--- src/rtl/bank_pkg.sv ---
// Shared defaults and the round-robin pick helper for the bank arbiter.
package bank_pkg;

   localparam int unsigned ADDR_W_DEF = 7;
   localparam int unsigned DATA_W_DEF = 128;
   localparam int unsigned MAX_REQ    = 4;

   // One-hot grant for the first set request at or after ptr, scanning n requesters.
   function automatic logic [MAX_REQ-1:0] rr_pick(input logic [MAX_REQ-1:0] req,
                                                  input int unsigned ptr,
                                                  input int unsigned n);
      logic [MAX_REQ-1:0] gnt;
      logic               found;
      logic [1:0]         idx;
      gnt   = '0;
      found = 1'b0;
      for (int unsigned k = 0; k < MAX_REQ; k++) begin
         idx = 2'((ptr + k) % n);
         if (k < n && !found && req[idx]) begin
            gnt[idx] = 1'b1;
            found    = 1'b1;
         end
      end
      return gnt;
   endfunction

endpackage

--- src/rtl/bank_arbiter_if.sv ---
// Request/grant bundle between a requester group and its round-robin arbiter.
interface bank_arbiter_if #(
   parameter int unsigned N = 2
);
   logic [N-1:0] req;
   logic [N-1:0] gnt;

   modport master (output req, input gnt);
   modport slave  (input req, output gnt);
endinterface

--- src/rtl/rr_arbiter.sv ---
// Round-robin arbiter: combinational grant from req and a registered pointer.
module rr_arbiter
   import bank_pkg::*;
#(
   parameter int unsigned N = 2
) (
   input logic           clk_i,
   input logic           rst_i,
   bank_arbiter_if.slave arb
);

   localparam int unsigned PtrW = (N > 1) ? $clog2(N) : 1;

   logic [PtrW-1:0]    ptr_q, ptr_d;
   logic [MAX_REQ-1:0] req_ext;
   logic [MAX_REQ-1:0] pick;

   always_comb begin
      req_ext        = '0;
      req_ext[N-1:0] = arb.req;
      pick           = rr_pick(req_ext, 32'(ptr_q), N);
      // Grants are forced low while reset is held so nothing is accepted.
      arb.gnt = rst_i ? '0 : pick[N-1:0];
      ptr_d   = ptr_q;
      for (int unsigned i = 0; i < MAX_REQ; i++) begin
         if (pick[i]) ptr_d = PtrW'((i + 1) % N);
      end
   end

   always_ff @(posedge clk_i or posedge rst_i) begin
      if (rst_i) ptr_q <= '0;
      else       ptr_q <= ptr_d;
   end

endmodule

--- src/rtl/bank_arbiter.sv ---
// Independent read/write round-robin arbitration in front of a 1-cycle SRAM bank.
// Define BANK_ARB_BYPASS_EN to forward write data to a same-cycle same-address read.
module bank_arbiter
   import bank_pkg::*;
#(
   parameter int unsigned NUM_RD = 2,
   parameter int unsigned NUM_WR = 2,
   parameter int unsigned ADDR_W = ADDR_W_DEF,
   parameter int unsigned DATA_W = DATA_W_DEF
) (
   input  logic                       vsi_clk,
   input  logic                       vsi_reset,
   input  logic [NUM_WR-1:0]          wr_req,
   input  logic [NUM_WR*ADDR_W-1:0]   wr_addr,
   input  logic [NUM_WR*DATA_W-1:0]   wr_data,
   output logic [NUM_WR-1:0]          wr_gnt,
   input  logic [NUM_RD-1:0]          rd_req,
   input  logic [NUM_RD*ADDR_W-1:0]   rd_addr,
   output logic [NUM_RD-1:0]          rd_gnt,
   output logic                       rd_valid,
   output logic [$clog2(NUM_RD)-1:0]  rd_id,
   output logic [DATA_W-1:0]          rd_data,
   output logic                       mem_wcs,
   output logic [ADDR_W-1:0]          mem_waddr,
   output logic [DATA_W-1:0]          mem_wdata,
   output logic                       mem_rcs,
   output logic [ADDR_W-1:0]          mem_raddr,
   input  logic [DATA_W-1:0]          mem_rdata
);

   localparam int unsigned RdIdW = $clog2(NUM_RD);

   bank_arbiter_if #(.N(NUM_WR)) wr_arb_if ();
   bank_arbiter_if #(.N(NUM_RD)) rd_arb_if ();

   assign wr_arb_if.req = wr_req;
   assign rd_arb_if.req = rd_req;
   assign wr_gnt        = wr_arb_if.gnt;
   assign rd_gnt        = rd_arb_if.gnt;

   rr_arbiter #(.N(NUM_WR)) u_wr_arb (
      .clk_i (vsi_clk),
      .rst_i (vsi_reset),
      .arb   (wr_arb_if)
   );

   rr_arbiter #(.N(NUM_RD)) u_rd_arb (
      .clk_i (vsi_clk),
      .rst_i (vsi_reset),
      .arb   (rd_arb_if)
   );

   logic [RdIdW-1:0] rd_idx;
   logic             rd_valid_q, rd_valid_d;
   logic [RdIdW-1:0] rd_id_q, rd_id_d;

   // Grants are one-hot, so a priority-free mux selects the granted slice.
   always_comb begin
      mem_waddr = '0;
      mem_wdata = '0;
      for (int unsigned i = 0; i < NUM_WR; i++) begin
         if (wr_gnt[i]) begin
            mem_waddr = wr_addr[i*ADDR_W +: ADDR_W];
            mem_wdata = wr_data[i*DATA_W +: DATA_W];
         end
      end
      mem_raddr = '0;
      rd_idx    = '0;
      for (int unsigned i = 0; i < NUM_RD; i++) begin
         if (rd_gnt[i]) begin
            mem_raddr = rd_addr[i*ADDR_W +: ADDR_W];
            rd_idx    = RdIdW'(i);
         end
      end
   end

   assign mem_wcs    = |wr_gnt;
   assign mem_rcs    = |rd_gnt;
   assign rd_valid_d = mem_rcs;
   assign rd_id_d    = rd_idx;

   always_ff @(posedge vsi_clk or posedge vsi_reset) begin
      if (vsi_reset) begin
         rd_valid_q <= 1'b0;
         rd_id_q    <= '0;
      end else begin
         rd_valid_q <= rd_valid_d;
         rd_id_q    <= rd_id_d;
      end
   end

   assign rd_valid = rd_valid_q;
   assign rd_id    = rd_id_q;

`ifdef BANK_ARB_BYPASS_EN
   logic              byp_hit_q, byp_hit_d;
   logic [DATA_W-1:0] byp_data_q, byp_data_d;

   assign byp_hit_d  = mem_wcs && mem_rcs && (mem_waddr == mem_raddr);
   assign byp_data_d = mem_wdata;

   always_ff @(posedge vsi_clk or posedge vsi_reset) begin
      if (vsi_reset) begin
         byp_hit_q  <= 1'b0;
         byp_data_q <= '0;
      end else begin
         byp_hit_q  <= byp_hit_d;
         byp_data_q <= byp_data_d;
      end
   end

   assign rd_data = !rd_valid_q ? '0 : (byp_hit_q ? byp_data_q : mem_rdata);
`else
   assign rd_data = rd_valid_q ? mem_rdata : '0;
`endif

endmodule

--- config.mk ---
export PLATFORM = sky130hd
export DESIGN_NAME = bank_arbiter
export DESIGN_NICKNAME = d
export VERILOG_FILES = /design/src/rtl/bank_pkg.sv /design/src/rtl/bank_arbiter_if.sv /design/src/rtl/rr_arbiter.sv /design/src/rtl/bank_arbiter.sv
export SDC_FILE = /design/constraint.sdc
export NUM_CORES = 1
export LEC_CHECK = 0
export CAP_MARGIN = 10
export CORE_AREA = 8 8 264 266
export DETAILED_ROUTE_END_ITERATION = 8
export DIE_AREA = 0 0 272 274
export GPL_TIMING_DRIVEN = 0
export HOLD_SLACK_MARGIN = 0.1
export PLACE_DENSITY = 0.36
export SLEW_MARGIN = 40
export SYNTH_ARGS = -nofsm -noshare
export SYNTH_HDL_FRONTEND = slang
export SYNTH_SLANG_ARGS = --single-unit
--- constraint.sdc ---
create_clock -name vsi_clk -period 1.3 [get_ports vsi_clk]
set_input_delay 0.13 -clock vsi_clk [delete_from_list [all_inputs] [get_ports vsi_clk]]
set_output_delay 0.13 -clock vsi_clk [all_outputs]
set_load 0.02 [all_outputs]
==> impl_metrics.toml, run 1 <==
[clock_tree]
clk_pin_slew_worst_paths_ns = 0.04
cts.sinks = 4
worstSkewPairLatency_ns = 0.23
cts_root_buf = "clkbuf_16"
numCtsBuffers = 3
clock_path_buffers = 2
cts_htree_levels = 1
cts_tree = "built"

[global_route]
grt_usage = 0.127
grt_max_degree = 11
grt_use_met2 = 0.249
grt-ovfl-total = 0
grt_first_pass_wirelength_mm = 67.2
antenna_found_initial = 24
grt_util_met3 = 0.0574
first_global_vias = 8032
grt_use_met1 = 0.125
top_usage_layer = "met2"

[timing]
rsz0062_at_grt = "true"
fin_crit_ns = 1.87
fin_tns_setup_ns = -98.88
fmax_ghz = 0.535
slew_viol_final = 0
relSlewSlack = 0.459
tightest_slew_ns = 0.812
whs_ns = 0.277
fin_worst_skew_ns = 0.00379
finalSetupViolations = 274
hold_viol = 0
min_period_over_period = 1.44
worst_slack_ns = -0.568

[setup_path]
critical_path_buf_inv_count = 4
r2r_slack_ns = 0.33
critPathKind = "register to output port"
reg2reg_from = "u_rd_arb.ptr_q$_DFFE_PP0P_"
cpPeakStageDelay_ns = 0.41
crit_fanout = 10
crit_family = "buffers and inverters"
arrival_ns = 1.74
path_cells = "nand2b_4 > buf_12 > buf_12 > buf_12 > a32oi_4 > nor2_2 > buf_6"
crit_path_end_kind = "output port"
worstReg2RegEnd = "rd_id$_DFF_PP0_"
startpoint_type = "register"
ff2ff_path_depth = 2
required_ns = 1.17
crit_top_cell = "buf_12"
slowest_stage = "dfrtp_1"

[routing]
vias = 7492
drt_iter0_drc = 212
drt-total-wl_mm = 53.4
route.detailed.drc = 0
wire_per_inst_um = 25.0
dr.pass1.iters = 4
avgViaCountPerCell = 3.50
drtAntennaViolNets = 0

[synthesis]
synth.top_cell.area_share = 0.392
synthCells = 511
syn_area_um2 = 3170
syn_area_per_cell_um2 = 6.21
synth_seq_cells = 4
synth.area.top_cells = "a32oi_1 39%, and2_1 26%, nor2_1 18%"
yosys.area.top_type = "a32oi_1"
syn_nets = 929
yosysWarnings = 0
ys_seq_area_frac = 0.0315
synthDistinctLibCells = 14

[die]
num_io_pins = 696
initial_core_util = 0.0486
coreArea_um2 = 65300
die_w_um = 272
die_y_um = 274
rows = 94
dieArea_um2 = 74500

[min_path]
min_from = "rd_req[0]"
hold_path_end = "u_rd_arb.ptr_q$_DFFE_PP0P_"
hold_depth = 3
hold_path.class = "input pin to register"

[cells_and_area]
area_growth_pct = 345
fin_cells = 2138
design_area_um2 = 14100
final_layout_size_suffix_gt1_frac = 0.612
final_util = 0.216
fin_nets = 1684

[power_and_ir_drop]
power_density_nw_per_um2 = 479
ir_drop_v = 0.000234
power_mw = 6.77
power.leakage_nw = 5.47

[place]
portBuffers = 694
dp.cells = 2070
place_congestion = 0.796
dp_hpwl_mm = 45.4
place_ws_ns = -1.61
placed_area_um2 = 11500

[status]
status = "complete, but fails checks"
violations = "setup timing"

[flow_run]
cap_violations = 0
## layout by cell type, fill, tap and decap left out, types with 2 or more instances in the layout
cell,netlist,layout
diode_2,0,10
a32oi_1,142,29
buf_8,0,19
clkbuf_16,0,12
clkbuf_1,37,8
a32oi_2,0,106
clkdlybuf4s50_1,0,412
dlygate4sd3_1,0,2
nor2_1,148,17
a21boi_4,0,2
dfrtp_2,0,2
nand2b_4,0,2
nor2_2,0,131
a21oi_1,2,2
a32oi_4,0,7
dfrtp_1,4,2
clkbuf_2,0,9
and2_4,0,119
dlymetal6s2s_1,0,4
buf_4,3,87
buf_2,22,23
and2_1,130,11
buf_12,0,21
clkbuf_4,0,9
buf_6,10,221
## cell usage after synthesis (all sizes together)
master    n
dfrtp     4
and3      2
and2    130
nand2b    2
a32oi   142
inv       1
a21boi    2
buf      41
clkbuf   37
nor2    148
a21oi     2
## final cells by class
type                    instances  area, um2
multi-input cells             428       4260
clock buffers                   3       75.1
repair buffers                751       7680
well taps                     864       1080
fillers                      7238      51100
inverters                       1       3.75
diodes                         10       25.0
flip-flops and latches          4        103
plain buffers                  77        900
## routing by layer
layer  vias to the layer above  share of wire  routed length, um
met4                        18          0.013                718
met1                      3535           0.35              18500
met2                       469           0.53              28500
met3                        46           0.10               5570
li1                       3424              -                  -
met5                         -         0.0025                132
## power by group
| part | total [mW] | switching [mW] | internal (mW) |
|---|---|---|---|
| Sequential | 0.156 | 0.0165 | 0.140 |
| Combinational | 6.11 | 2.78 | 3.33 |
| Clock | 0.499 | 0.104 | 0.395 |
| Total | 6.77 | 2.90 | 3.87 |
## worst max-delay path by stage
stage	startpoint	end	slack (ns)	cells past startpoint
final	u_wr_arb.ptr_q$_DFFE_PP0P_	mem_waddr[4]	-0.57	7
after global routing	u_wr_arb.ptr_q$_DFFE_PP0P_	mem_wdata[113]	-0.63	7
after CTS	u_wr_arb.ptr_q$_DFFE_PP0P_	mem_wdata[38]	-0.59	6
after detailed placement	wr_req[1]	mem_wdata[78]	-1.61	6
after global placement	wr_req[1]	mem_wdata[78]	-1.60	6
after floorplan	u_wr_arb.ptr_q$_DFFE_PP0P_	mem_wdata[100]	-0.04	6
## registers in the layout, summed over array words and instances (netlist names)
signal,count
rd_id,1
rd_valid,1
u_rd_arb.ptr_q,1
u_wr_arb.ptr_q,1
## tightest hold or removal path: stages
cell	delay, ns
dlymetal6s2s_1	0.18
nor2_1	0.10
a21oi_1	0.04
## what timing repair did
action	in CTS	in global routing
buffers inserted	3	38
setup endpoints to repair	279	278
gates resized for setup	944	1131
pin swaps	17	52
hold buffers	2	0
endpoints found under the hold margin	2	0
gates cloned	2	12
## kinds of logic after synthesis
family,share of synthesized area
AO/OA/AOI/OAI,0.400
buffers and inverters,0.129
flip-flops,0.0315
AND/OR/NAND/NOR,0.439
No activity file was read; power rests on OpenSTA's default activity.
==> run 2: changes to the inputs <==
--- a/config.mk
+++ b/config.mk
@@ -6,13 +6,15 @@
 export NUM_CORES = 1
 export LEC_CHECK = 0
 export CAP_MARGIN = 10
-export CORE_AREA = 8 8 264 266
+export CORE_AREA = 8 8 266 268
 export DETAILED_ROUTE_END_ITERATION = 8
-export DIE_AREA = 0 0 272 274
+export DIE_AREA = 0 0 274 276
 export GPL_TIMING_DRIVEN = 0
 export HOLD_SLACK_MARGIN = 0.1
-export PLACE_DENSITY = 0.36
+export PLACE_DENSITY = 0.35
+export SETUP_SLACK_MARGIN = 0.5
 export SLEW_MARGIN = 40
 export SYNTH_ARGS = -nofsm -noshare
 export SYNTH_HDL_FRONTEND = slang
+export SYNTH_HIERARCHICAL = 1
 export SYNTH_SLANG_ARGS = --single-unit
==> impl_metrics.toml, run 2 <==
[synthesis]
syn_nets = 760
syn_area_um2 = 2500
synth.top_cell.area_share = 0.486
async_reset_ff_frac = 1.00
synthDistinctLibCells = 19
synth_common_cells = "139 x a22o_1, 128 x and2_1, 21 x clkbuf_1"
yosys.area.top_type = "a22o_1"
ys_dominant_reg_cell = "dfrtp_1"
synthCells = 342
synth_edf_count = 0
yosysWarnings = 6
synth.area.top_cells = "a22o_1 49%, and2_1 32%, dfrtp_1 4.0%"
synth_seq_cells = 4
yosysMostFrequentCell = "a22o_1"
ys_seq_area_frac = 0.0400
syn_area_per_cell_um2 = 7.32

[timing]
fmax_ghz = 0.493
fin_crit_ns = 2.03
fin_worst_skew_ns = 0.00172
rsz0062_at_grt = "true"
tightest_slew_ns = 0.264
worst_slack_ns = -0.730
whs_ns = 0.340
finalSetupViolations = 274
hold_viol = 0
slew_viol_final = 0
fin_tns_setup_ns = -141.34
min_period_over_period = 1.56
relSlewSlack = 0.824

[cells_and_area]
final_util = 0.210
fin_cells = 2011
final_common_cell = "clkdlybuf4s50_1"
fin_nets = 1557
area_growth_pct = 458
final_cell_mix = "413 x clkdlybuf4s50_1, 245 x buf_6, 123 x and2_4"
antennaDiodeCount = 0
final_layout_size_suffix_gt1_frac = 0.580

[routing]
dr.pass1.iters = 4
drtAntennaViolNets = 0
vias = 6235
drt_iter0_drc = 124
route.detailed.drc = 0
wire_per_inst_um = 21.8
drt-total-wl_mm = 43.9
avgViaCountPerCell = 3.10

[setup_path]
reg2reg_from = "u_rd_arb/ptr_q$_DFFE_PP0P_"
crit_fanout = 8
critPathKind = "register to output port"
worstReg2RegEnd = "rd_valid$_DFF_PP0_"
ff2ff_path_depth = 3
r2r_slack_ns = 0.07
crit_path_end_kind = "output port"
required_ns = 1.17
arrival_ns = 1.90
startpoint_type = "register"

[global_route]
grt-ovfl-total = 0
grt_max_degree = 11
antenna_found_initial = 6
grt_usage = 0.102
first_global_vias = 6826
grt_first_pass_wirelength_mm = 55.7

[flow_run]
cap_violations = 0

[power_and_ir_drop]
power.leakage_nw = 6.14
power_frac_clock = 0.071
p_seq_frac = 0.022
p_int_mw = 4.45
power_density_nw_per_um2 = 504
swShare = 0.369
p_comb_frac = 0.907
switching_power_mw = 2.61
ir_drop_v = 0.000247

[clock_tree]
cts_htree_levels = 1
cts_tree = "built"
worstSkewPairLatency_ns = 0.23
cts_root_buf = "clkbuf_16"
cts.sinks = 4
clk_pin_slew_worst_paths_ns = 0.03
clock_path_buffers = 2
numCtsBuffers = 3

[place]
dp_hpwl_mm = 37.3
place_ws_ns = -1.65
dp.cells = 1910
place_congestion = 0.828
portBuffers = 695

[die]
initial_core_util = 0.0376
num_io_pins = 696
die_y_um = 276
die_w_um = 274
rows = 95
coreArea_um2 = 66600
dieArea_um2 = 75600

[min_path]
min_from = "rd_req[0]"
hold_path.class = "input pin to register"
hold_path_end = "u_rd_arb/ptr_q$_DFFE_PP0P_"
hold_depth = 3

[status]
violations = "setup timing"
status = "complete, but fails checks"
==> run 2: worst max path at each step <==
stage | startpoint | to | depth (start not counted)
2_1_floorplan | u_wr_arb/ptr_q$_DFFE_PP0P_ | mem_wdata[23] | 6
3_3_place_gp | vsi_reset | mem_wdata[14] | 6
3_5_place_dp | vsi_reset | mem_wdata[69] | 7
4_1_cts | u_wr_arb/ptr_q$_DFFE_PP0P_ | mem_wdata[31] | 7
5_1_grt | u_wr_arb/ptr_q$_DFFE_PP0P_ | mem_wdata[40] | 9
6_report | u_wr_arb/ptr_q$_DFFE_PP0P_ | mem_wdata[39] | 8
==> run 2: layer usage <==
metal / share of wire / GRT usage
met5: 0.00057 / 0
met4: 0.021 / 0.00446
met3: 0.11 / 0.0458
met2: 0.55 / 0.210
met1: 0.32 / 0.0922
==> run 2: kinds of logic after synthesis <==
kind of cell	synth area share
AOI/OAI and AO/OA	0.506
and+or+nand+nor	0.349
DFF	0.0400
buffers and inverters	0.105
==> run 2: worst max-delay path: stages (launching register included) <==
cell and delay, ns:
dfrtp_1 0.38, nand2b_1 0.14, and3_4 0.19, buf_12 0.14, buf_16 0.16, buf_12 0.13
buf_16 0.13, a22o_4 0.25, buf_6 0.13
==> run 2: through the flow <==
step	power (mW)	cell area [um2]
after global placement	5.42	11900
final	7.05	14000
after floorplan	2.36	3860
after detailed placement	5.39	11900
after CTS	6.35	12800
after global routing	7.39	14000
==> run 2: power groups by stage <==
stage / logic, mW / clock network (mW) / registers [mW]
global route: 6.71 / 0.516 / 0.159
detailed placement: 5.23 / 0 / 0.160
finish: 6.40 / 0.499 / 0.157
CTS: 5.68 / 0.513 / 0.161
floorplan: 2.20 / 0 / 0.160
global placement: 5.26 / 0 / 0.158
==> run 2: timing repair <==
action,in CTS,in global routing
endpoints found under the hold margin,4,0
endpoints found under the setup margin,280,281
resized for setup,898,816
pin swaps,12,6
gates cloned,11,16
setup buffers,13,54
hold buffers,3,0
==> run 2: layout make-up <==
class	instances	area [um2]
Inverter	4	15.0
Timing Repair Buffer	792	8480
Clock buffer	4	78.8
Sequential cell	4	103
Multi-Input combinational cell	289	3420
Tap cell	873	1090
Fill cell	7274	52600
Buffer	45	806
==> run 3: changes to the inputs <==
--- a/config.mk
+++ b/config.mk
@@ -5,13 +5,14 @@
 export SDC_FILE = /design/constraint.sdc
 export NUM_CORES = 1
 export LEC_CHECK = 0
-export CAP_MARGIN = 10
-export CORE_AREA = 8 8 266 268
+export CAP_MARGIN = 25
+export CORE_AREA = 8 8 262 264
 export DETAILED_ROUTE_END_ITERATION = 8
-export DIE_AREA = 0 0 274 276
+export DIE_AREA = 0 0 270 272
+export DONT_BUFFER_PORTS = 1
 export GPL_TIMING_DRIVEN = 0
 export HOLD_SLACK_MARGIN = 0.1
-export PLACE_DENSITY = 0.35
+export PLACE_DENSITY = 0.3
 export SETUP_SLACK_MARGIN = 0.5
 export SLEW_MARGIN = 40
 export SYNTH_ARGS = -nofsm -noshare
==> impl_metrics.toml, run 3 (synthesis gave the netlist of run 2 again) <==
[status]
status = "complete, but fails checks"
violations = "setup timing"

[setup_path]
ff2ff_path_depth = 4
crit_fanout = 7
arrival_ns = 1.90
required_ns = 1.17
crit_path_end_kind = "output port"
cpPeakStageDelay_ns = 0.38
slowest_stage = "dfrtp_1"
startpoint_type = "register"
path_cells = "nand2_1 > and3_4 > nor2b_4 > buf_12 > buf_4 > bufbuf_16 > a22o_4"
critPathKind = "register to output port"

[clock_tree]
cts_root_buf = "clkbuf_16"
cts.sinks = 4
cts_htree_levels = 1
cts_tree = "built"
worstSkewPairLatency_ns = 0.24
clock_path_buffers = 2
numCtsBuffers = 3
clk_pin_slew_worst_paths_ns = 0.04

[cells_and_area]
area_growth_pct = 162
fin_nets = 814
area.sequential_um2 = 106
final_common_cell = "a22o_4"
final.fill_count = 7441
final_util = 0.101
fin_cells = 1267
final_layout_size_suffix_gt1_frac = 0.947
multi_input_area_um2 = 3770
final_cell_mix = "139 x a22o_4, 128 x and2_4, 21 x clkbuf_16"

[routing]
wire_per_inst_um = 26.0
drt-total-wl_mm = 32.9
route.detailed.drc = 0
vias = 3495
dr.pass1.iters = 4
avgViaCountPerCell = 2.76
drt_iter0_drc = 160
drtAntennaViolNets = 0

[global_route]
grt_usage = 0.0805
antenna_found_initial = 8
grt_max_degree = 11
grt_first_pass_wirelength_mm = 41.4
first_global_vias = 4104
grt-ovfl-total = 0

[timing]
hold_viol = 0
finalSetupViolations = 269
fmax_ghz = 0.492
min_period_over_period = 1.56
fin_worst_skew_ns = 0.00533
worst_slack_ns = -0.732
whs_ns = 0.0808
relSlewSlack = 0.568
rsz0062_at_grt = "true"
tightest_slew_ns = 0.647
fin_crit_ns = 2.03
slew_viol_final = 0

[die]
die_y_um = 272
num_io_pins = 696
initial_core_util = 0.0387
rows = 94
coreArea_um2 = 64800
dieArea_um2 = 73400
die_w_um = 270

[place]
portBuffers = 0
dp.cells = 1206
dp_hpwl_mm = 28.2
place_congestion = 0.787
place_ws_ns = -0.700

[power_and_ir_drop]
power_mw = 4.12
power_density_nw_per_um2 = 629
ir_drop_v = 0.000241
power.leakage_nw = 2.73

[min_path]
hold_depth = 2
hold_path.class = "input pin to register"

[flow_run]
cap_violations = 0
==> run 3: cell types whose count changed in the layout (fill, tap and decap cells not counted), moves of 12 or more <==
cell / change
clkdlybuf4s50_1: -413
buf_6: -237
buf_4: -50
a22o_1: -37
a22o_4: +37
buf_12: -21
buf_2: -12
==> run 3: what timing repair did <==
action                                  in CTS  in global routing
hold endpoints to repair                     6                  4
pin swaps                                   26                 33
gates resized for setup                    213                 41
endpoints found under the setup margin     280                281
hold buffers                                 5                  2
gates cloned                                20                  1
buffers inserted                            19                  2
==> run 3: worst max-delay path, delay by kind of cell (launching register included) <==
| kind | cells | cell delay (ns) |
|---|---|---|
| and+or+nand+nor | 3 | 0.63 |
| buffers and inverters | 3 | 0.50 |
| DFF | 1 | 0.38 |
| AOI/OAI and AO/OA | 1 | 0.15 |
==> run 3: where the power goes <==
group / leakage (nW) / internal, mW / total (mW) / switching (mW)
Clock: 0.0382 / 0.411 / 0.552 / 0.141
Sequential: 0.0447 / 0.143 / 0.178 / 0.0355
Combinational: 2.65 / 1.60 / 3.39 / 1.79
Total: 2.73 / 2.15 / 4.12 / 1.97
==> run 3: area by class of cell <==
cell class              count  share of cell area
plain buffers              45               0.116
repair buffers             49               0.110
inverters                   4             0.00229
well taps                 864               0.165
clock buffers               4              0.0120
multi-input cells         289               0.576
diodes                      8             0.00306
flip-flops and latches      4              0.0162
==> run 3: worst paths after layout <==
kind / start / to / slack (ns)
max in group asynchronous: vsi_reset / rd_valid$_DFF_PP0_ / 0.58
worst max-delay path: u_wr_arb/ptr_q$_DFFE_PP0P_ / mem_wdata[29] / -0.73
min in group asynchronous: vsi_reset / u_wr_arb/ptr_q$_DFFE_PP0P_ / 0.19
worst max register to register: u_rd_arb/ptr_q$_DFFE_PP0P_ / rd_valid$_DFF_PP0_ / -0.17
worst min register to register: u_wr_arb/ptr_q$_DFFE_PP0P_ / u_wr_arb/ptr_q$_DFFE_PP0P_ / 0.50
worst min-delay path: wr_req[1] / u_wr_arb/ptr_q$_DFFE_PP0P_ / 0.08
==> run 3: routing by layer <==
layer  global-route usage  vias up  wire, um
met5                    0        -         0
li1                     -     1398         -
met2                0.162      430     18700
met3               0.0442       31      4160
met1               0.0628     1636      8910
met4               0.0312        0      1150
==> run 3: stage by stage <==
step           TNS, ns  area, um2
2_1_floorplan   -27.67       3860
3_3_place_gp    -86.07       4940
3_5_place_dp    -88.83       4940
4_1_cts        -138.71       6410
5_1_grt        -144.29       6550
6_report       -120.73       6550
